==> config.mk <==
export PLATFORM = sky130hd
export DESIGN_NAME = uart_rx_param
export DESIGN_NICKNAME = d
export VERILOG_FILES = /design/src/rtl/uart_rx_param.sv
export SDC_FILE = /design/constraint.sdc
export NUM_CORES = 1
export LEC_CHECK = 0
export CAP_MARGIN = 20
export CORE_ASPECT_RATIO = 1.5
export CORE_MARGIN = 2
export CORE_UTILIZATION = 45
export CTS_BUF_LIST = sky130_fd_sc_hd__clkbuf_8 sky130_fd_sc_hd__clkbuf_16
export CTS_CLUSTER_DIAMETER = 30
export DETAILED_ROUTE_END_ITERATION = 10
export GPL_TIMING_DRIVEN = 0
export SYNTH_ARGS = -nofsm -noshare
export SYNTH_HDL_FRONTEND = slang
export SYNTH_SLANG_ARGS = --single-unit
export TNS_END_PERCENT = 100
==> constraint.sdc <==
create_clock -name Clk -period 2.54 [get_ports Clk]
set_input_delay 0.635 -clock Clk [delete_from_list [all_inputs] [get_ports Clk]]
set_output_delay 0.635 -clock Clk [all_outputs]
set_load 0.03 [all_outputs]
==> src/rtl/uart_rx_param.sv <==
// rtl/uart_rx_param.sv - parametrised 16x-oversampling UART receiver; optional parity via UART_RX_PARITY_EN
module uart_rx_param #(
    parameter int CLK_FREQ = 50_000_000,
    parameter int DATA_W   = 8
) (
    input  logic              Clk,
    input  logic              Reset_n,
    input  logic [2:0]        Baud_set,
    input  logic              Rx,
`ifdef UART_RX_PARITY_EN
    input  logic              Parity_odd,
    output logic              Parity_err,
`endif
    output logic [DATA_W-1:0] Data,
    output logic              Rx_Done,
    output logic              Frame_err
);

    localparam int CW       = $clog2(CLK_FREQ / (9600 * 16));
    localparam int DIV_9600 = CLK_FREQ / (9600 * 16) - 1;
    localparam int DIV_19K2 = CLK_FREQ / (19200 * 16) - 1;
    localparam int DIV_38K4 = CLK_FREQ / (38400 * 16) - 1;
    localparam int DIV_57K6 = CLK_FREQ / (57600 * 16) - 1;
    localparam int DIV_115K = CLK_FREQ / (115200 * 16) - 1;

    localparam logic [2:0] S_IDLE   = 3'd0;
    localparam logic [2:0] S_START  = 3'd1;
    localparam logic [2:0] S_DATA   = 3'd2;
`ifdef UART_RX_PARITY_EN
    localparam logic [2:0] S_PARITY = 3'd3;
`endif
    localparam logic [2:0] S_STOP   = 3'd4;

    logic              rx_s1, rx_s2, rx_h;
    logic              start_edge;
    logic [2:0]        state;
    logic [2:0]        baud_r;
    logic [CW-1:0]     div_cnt, div_max;
    logic              tick;
    logic [3:0]        samp_cnt;
    logic [3:0]        bit_idx;
    logic [2:0]        ones, ones_nxt;
    logic              samp_win;
    logic              vote;
    logic [DATA_W-1:0] shift;
`ifdef UART_RX_PARITY_EN
    logic              par_flag;
`endif

    // History FF keeps running in every state so a start bit directly after a stop bit is still seen
    always_ff @(posedge Clk or negedge Reset_n) begin
        if (!Reset_n) begin
            rx_s1 <= 1'b1;
            rx_s2 <= 1'b1;
            rx_h  <= 1'b1;
        end else begin
            rx_s1 <= Rx;
            rx_s2 <= rx_s1;
            rx_h  <= rx_s2;
        end
    end

    assign start_edge = rx_h & ~rx_s2;

    always_comb begin
        case (baud_r)
            3'd1:    div_max = CW'(DIV_19K2);
            3'd2:    div_max = CW'(DIV_38K4);
            3'd3:    div_max = CW'(DIV_57K6);
            3'd4:    div_max = CW'(DIV_115K);
            default: div_max = CW'(DIV_9600);
        endcase
    end

    assign tick     = (state != S_IDLE) && (div_cnt == div_max);
    assign samp_win = (samp_cnt >= 4'd5) && (samp_cnt <= 4'd11);
    assign ones_nxt = ones + {2'b00, samp_win & rx_s2};
    // At tick 11 the vote already includes that tick's sample
    assign vote     = (ones_nxt >= 3'd4);

    always_ff @(posedge Clk or negedge Reset_n) begin
        if (!Reset_n) begin
            state     <= S_IDLE;
            baud_r    <= 3'd0;
            div_cnt   <= '0;
            samp_cnt  <= 4'd0;
            bit_idx   <= 4'd0;
            ones      <= 3'd0;
            shift     <= '0;
            Data      <= '0;
            Rx_Done   <= 1'b0;
            Frame_err <= 1'b0;
`ifdef UART_RX_PARITY_EN
            par_flag   <= 1'b0;
            Parity_err <= 1'b0;
`endif
        end else begin
            Rx_Done <= 1'b0;
            if (state == S_IDLE) begin
                div_cnt  <= '0;
                samp_cnt <= 4'd0;
                bit_idx  <= 4'd0;
                ones     <= 3'd0;
                if (start_edge) begin
                    baud_r <= Baud_set;
                    state  <= S_START;
`ifdef UART_RX_PARITY_EN
                    par_flag <= 1'b0;
`endif
                end
            end else if (tick) begin
                div_cnt  <= '0;
                samp_cnt <= samp_cnt + 4'd1;
                ones     <= (samp_cnt == 4'd0) ? 3'd0 : ones_nxt;
                case (state)
                    S_START: begin
                        if (samp_cnt == 4'd11 && vote)
                            state <= S_IDLE;
                        else if (samp_cnt == 4'd15)
                            state <= S_DATA;
                    end
                    S_DATA: begin
                        if (samp_cnt == 4'd15) begin
                            // Right shift: after DATA_W bits the first (LSB) bit sits at index 0
                            shift   <= {vote, shift[DATA_W-1:1]};
                            bit_idx <= bit_idx + 4'd1;
                            if (bit_idx == 4'(DATA_W - 1)) begin
`ifdef UART_RX_PARITY_EN
                                state <= S_PARITY;
`else
                                state <= S_STOP;
`endif
                            end
                        end
                    end
`ifdef UART_RX_PARITY_EN
                    S_PARITY: begin
                        if (samp_cnt == 4'd15) begin
                            par_flag <= (^shift) ^ vote ^ Parity_odd;
                            state    <= S_STOP;
                        end
                    end
`endif
                    S_STOP: begin
                        if (samp_cnt == 4'd11) begin
                            Data      <= shift;
                            Frame_err <= ~vote;
                            Rx_Done   <= 1'b1;
`ifdef UART_RX_PARITY_EN
                            Parity_err <= par_flag;
`endif
                            state     <= S_IDLE;
                        end
                    end
                    default: state <= S_IDLE;
                endcase
            end else begin
                div_cnt <= div_cnt + 1'b1;
            end
        end
    end

endmodule

Yosys cells after proc, flatten, opt, wreduce, memory -nomap -nowiden --
Index checks and enable logic that the tools add are counted.
Operators by class: $lt $le $gt $ge 3, muxes and demuxes 25, $add $sub $neg 4, reduce and logical (&&, ||, !) cells 14, equality and inequality tests 16, bitwise operators 5
Operators by type and width (count):
- one-hot mux 9 bit (4 select lines) | 1
- 2-to-1 mux 3 bit | 11
- 2-to-1 mux 4 bit | 6
- 2-to-1 mux 9 bit | 2
- adder 9 x 1 -> 9 bit (second input constant) | 1
- equality test 3 x 2 -> 1 bit (second input constant) | 3
- equality test 9 bit | 1
- != test 3 bit (second input constant) | 3
- one-hot mux 3 bit (3 select lines) | 1
- adder 4 x 1 -> 4 bit (second input constant) | 2
- equality test 4 bit (second input constant) | 2
- AND reduction 4 bit | 2
- equality test 3 x 1 -> 1 bit (second input constant) | 2
- equality test 3 bit (second input constant) | 2
- AND reduction 6 bit | 1
- nonzero test 2 bit | 3
- equality test 4 x 3 -> 1 bit (second input constant) | 1
- greater-or-equal comparator 4 x 3 -> 1 bit (second input constant) | 1
- <= comparator 4 bit (second input constant) | 1
- zero test 4 bit | 1
- 2-to-1 mux 1 bit | 4
- != test 4 bit (second input constant) | 1
- adder 3 x 1 -> 3 bit | 1
- greater-or-equal comparator 3 bit (second input constant) | 1
- other kinds (8) | 13
Storage, ports and cells: input bits 6, word-level logic and storage cells 80, output and inout port bits 10, register bits 47

Longest topological paths before layout --
depth after elaboration 10, mapped depth 12, depth with buffers taken out 12

Worst setup path before layout --
No wires, ideal clock.
kind reg2reg, start point reg samp_cnt[0], end point reg state[0], data required time 2408 ps, setup time 132 ps, stages on the path, launching flop included 13, data arrival time 2142 ps, slack 266 ps, cells stage by stage dfrtp_1 > inv_1 > ha_1 > nand2b_1 > nand3b_1 > a21boi_0 > ha_1 > ha_1 > xor2_1 > o21bai_1 > a22o_1 > a211oi_1 > o21ai_0
Between the ends: longest elaborated chain between the ends 10
Ends and longest elaborated chain:
- start, declared | line 40 | logic [3:0] samp_cnt;
- start signal, assigned | line 113 | samp_cnt <= samp_cnt + 4'd1;
- greater-or-equal comparator 4 x 3 -> 1 bit / <= comparator 4 bit (equally long branches) | line 76 | assign samp_win = (samp_cnt >= 4'd5) && (samp_cnt <= 4'd11);
- logical AND 1 bit | line 76
- bitwise AND 1 bit | line 77 | assign ones_nxt = ones + {2'b00, samp_win & rx_s2};
- adder 3 x 1 -> 3 bit | line 77
- greater-or-equal comparator 3 bit | line 79 | assign vote = (ones_nxt >= 3'd4);
- logical AND 1 bit | line 117 | if (samp_cnt == 4'd11 && vote)
- 2-to-1 mux 3 bit | line 117
- one-hot mux 3 bit (3 select lines) | line 115 | case (state)
- 2-to-1 mux 3 bit | line 111 | end else if (tick) begin
- 2-to-1 mux 3 bit | line 99 | if (state == S_IDLE) begin
- end signal, assigned | line 106 | state <= S_START;
- end signal, assigned | line 118 | state <= S_IDLE;
- end signal, assigned | line 120 | state <= S_DATA;
- end, declared | line 36 | logic [2:0] state;
Several ways; a longest one is shown, not always the timed one. The select of a mux whose other input is x is not followed. A chain may end at the register's enable or synchronous reset.

Final worst setup path --
start point reg div_cnt[2], end point reg Data[2]
Between the ends: longest elaborated chain between the ends 3
Ends and longest elaborated chain:
- start, declared | line 38 | logic [CW-1:0] div_cnt, div_max;
- start signal, assigned | line 158 | div_cnt <= div_cnt + 1'b1;
- equality test 9 bit | line 75 | assign tick = (state != S_IDLE) && (div_cnt == div_max);
- logical AND 1 bit | line 75
- AND reduction 4 bit (no line)
- end signal, assigned | line 146 | Data <= shift;
- end, declared | line 14 | output logic [DATA_W-1:0] Data,
Every way passes these cells.

==> parameters.txt <==
Parameter                              Value

Logic synthesis
  Mapped Cells ... 227
  Largest area contributor in the synthesized netlist ... dfrtp_1
  Total number of yosys warnings ... 0
  Sequential share of the synthesized area ... 47.8%
  Number of register bits inferred by synthesis ... 47
  Mean Syn Cell Area ... 10.9 um^2
  Syn_nets ... 240
  Synth cell types ... 52
  Mapped Area ... 0.00247 mm^2
  Xor and xnor fraction of the mapped netlist area ... 3.19%
  Top cell type's share of synthesized area ... 44.6%
  Area share of and/or/nand/nor cells after synthesis ... 20.0%
  Combinational family with the most area after synthesis ... simple AND/OR/NAND/NOR gates
  Most common flop cell mapped by yosys ... dfrtp_1
  Area fraction in compound gates after synthesis ... 11.4%
  Post-synthesis async set-or-reset flop share ... 100%
  Adder-cell share of the synthesized area ... 3.55%
  Mux cell area share after synthesis ... 10.3%
  Synth area leaders ... dfrtp_1 45%, mux2_2 8.7%, ha_1 3.5%, dfstp_2 3.2%, nor3_1 2.8%
  Count of flip-flops with a built-in enable after synthesis ... 0

Layout
  Post-route cell area ... 0.00287 mm^2
  Leading cell types in the layout, fill and taps excluded ... 44 x dfrtp_1, 19 x mux2_2, 14 x nor2_1, 14 x nor3_1, 14 x clkdlybuf4s50_1
  Layout overhead on the synthesized area ... 16.2%
  Final std cells w/o fill ... 324
  Ratio of cells with drive above 1 in the final layout ... 22.0%
  Post-route core utilization ... 53.4%
  Diode count ... 0
  Count of nets after finishing ... 266
  Most frequent standard cell in the layout excluding fill and tap cells ... dfrtp_1

Critical path
  Critical Path AT ... 2570 ps
  Highest net fanout along the worst path ... 9
  R2R depth ... 7
  Crit end category ... flip-flop
  Launch point of the worst reg-to-reg path ... div_cnt[2]
  Category of the most critical setup path ... reg -> reg
  Register-to-register path setup slack ... 150 ps
  Startpoint types ... flip-flop
  Critical path required time ... 2720 ps
  Reg2reg end ... Data[2]

Place
  Buffers on Ports ... 15
  Pre-CTS setup slack ... -201 ps
  Cell area reported after detailed placement ... 0.00272 mm^2
  Placer congestion estimate ... 0.905
  Total instance count after detailed placement ... 313
  Detail Placement HPWL ... 3740 um

Routing
  Routed vias ... 1,789
  First-pass iteration count of the detailed router ... 4
  Routed wire length ... 5120 um
  Remaining routing DRC violations ... 0
  Drt initial violations ... 81
  Wirelength per Cell ... 15.8 um
  Vias per inst ... 5.52
  Routed Antenna Nets ... 0

Floorplanning
  Number of rows in the core area ... 33
  Number of I/O pins ... 16
  Die Height ... 94.7 um
  Initial Util ... 46.0%
  X dimension of the die ... 64.5 um
  Core outline area ... 0.00537 mm^2
  Die area ... 0.00611 mm^2

STA
  RSZ-0062 raised after global routing ... yes
  Setup violation total in the final timing report ... 0
  Crit path time final ... 2390 ps
  Period utilization ... 94.0%
  Final hold violation count ... 0
  Max-slew headroom at the worst pin ... 56.7%
  Max Clock Skew ... 5.69 ps
  Worst-margin pin slew ... 647 ps
  PnR worst setup slack ... 153 ps
  Fmax achieved ... 419 MHz
  Max-slew violation total from the final report ... 0

Clock network
  Root Driver ... clkbuf_8
  CTS tree ... done
  Deepest clock path buffer count ... 2
  Clock latency reported for the late side of the worst-skew pair ... 290 ps
  CTS hold repair buffers ... 0
  Total number of clock tree sinks ... 47
  Number of H-tree branching levels ... 2
  Clock buffers created by TritonCTS ... 5
  Clock-pin slew on the worst setup and hold paths ... 80 ps

Pwr
  Maximum vdd ir drop ... 410 uV
  Power per cell area ... 671 mW/mm^2
  Total power ... 0.00192 W
  Cell leakage power ... 1.24 nW

Worst hold path
  Tightest Hold Check Type ... in -> async

Global route
  Gr ovfl total ... 0
  Via count of the first global-routing pass ... 1,872
  Largest net degree at the start of global routing ... 41
  First-pass GRT wire length ... 8980 um
  Initial antenna violation count ... 0
  Total Routing Usage GR ... 19.2%

Status
  Outcome ... finished, final reports clean

Flow run
  Max-cap viol count ... 0
[where the power goes]
part	total [W]	internal, W	switching (W)
registers	0.000889	0.000816	0.0000724
clock network	0.000477	0.000244	0.000233
logic	0.000558	0.000223	0.000335
[metrics by stage]
stage          setup TNS, ps  hold slack [ps]
2_1_floorplan              0              339
3_3_place_gp          -21680              347
3_5_place_dp            -399              349
4_1_cts                    0              190
5_1_grt                -13.9              184
6_report                   0              192
[worst max-delay path: stages (launching register included)]
cell,delay (ps)
dfrtp_1,360
buf_2,170
nand2b_1,170
or3_4,350
a311oi_4,470
nand3_2,230
clkinv_2,180
mux2_2,350
[cell usage after synthesis, drive strengths merged (2+ instances only)]
| cell type | number |
|---|---|
| and3 | 4 |
| a211oi | 3 |
| nor3b | 4 |
| buf | 6 |
| xnor2 | 6 |
| and2 | 2 |
| a311oi | 2 |
| a31o | 2 |
| xor2 | 3 |
| dfstp | 3 |
| nand4b | 5 |
| nor2 | 14 |
| mux2 | 19 |
| a21oi | 9 |
| nand4 | 3 |
| ha | 7 |
| nor3 | 14 |
| o21ai | 6 |
| nand2 | 8 |
| and4 | 2 |
| mux2i | 4 |
| dfrtp | 44 |
| nand2b | 5 |
| o31ai | 2 |
| clkbuf | 6 |
| a41oi | 2 |
| nand3 | 13 |
| nand3b | 3 |
| inv | 8 |
| a311o | 2 |
[state kept, by name, summed over array words and instances, names as in the netlist]
signal and flops:
Data 8, rx_s2 1, ones 3, bit_idx 4, baud_r 3, Rx_Done 1
shift 8, rx_h 1, state 3, samp_cnt 4, rx_s1 1, div_cnt 9
Frame_err 1
[how the worst max path moves through the flow]
stage	startpoint	endpoint	slack, ps	cells past startpoint
after floorplan	samp_cnt[0]	state[0]	270	12
after global placement	Reset_n	baud_r[0]	-490	1
after detailed placement	samp_cnt[0]	state[0]	-200	12
after CTS	samp_cnt[0]	state[0]	30	12
after global routing	samp_cnt[1]	state[0]	-10	12
final	div_cnt[2]	Data[2]	150	7
[logic make-up after synthesis]
logic type      after synthesis
simple gates                 83
flops                        47
compound gates               37
mux                          23
buf+inv                      21
xor+xnor                      9
fa+ha+maj                     7
[metal layers]
layer  GRT usage (%)  vias up  share of wire [%]
li1                -      878                  -
met1            21.9      883                 41
met2            36.5       22                 55
met3            2.86        6                2.5
met4            5.85        0                1.3
met5               0        -                  0
[cell type report]
class	instances	area [um^2]
Inverter	9	35.0
Sequential cell	47	1180
Tap cell	70	87.6
Fill cell	495	2500
Buffer	12	58.8
Multi-Input combinational cell	159	1220
Clock buffer	7	96.3
Clock inverter	1	3.75
Timing Repair Buffer	19	188
[what timing repair did]
| action | CTS | global route |
|---|---|---|
| gates resized for setup | 2 | 5 |
| buffers inserted | 1 | 2 |
| pin swaps | 1 | 2 |
| endpoints found under the setup margin | 3 | 8 |
No activity file was read; power rests on OpenSTA's default activity.
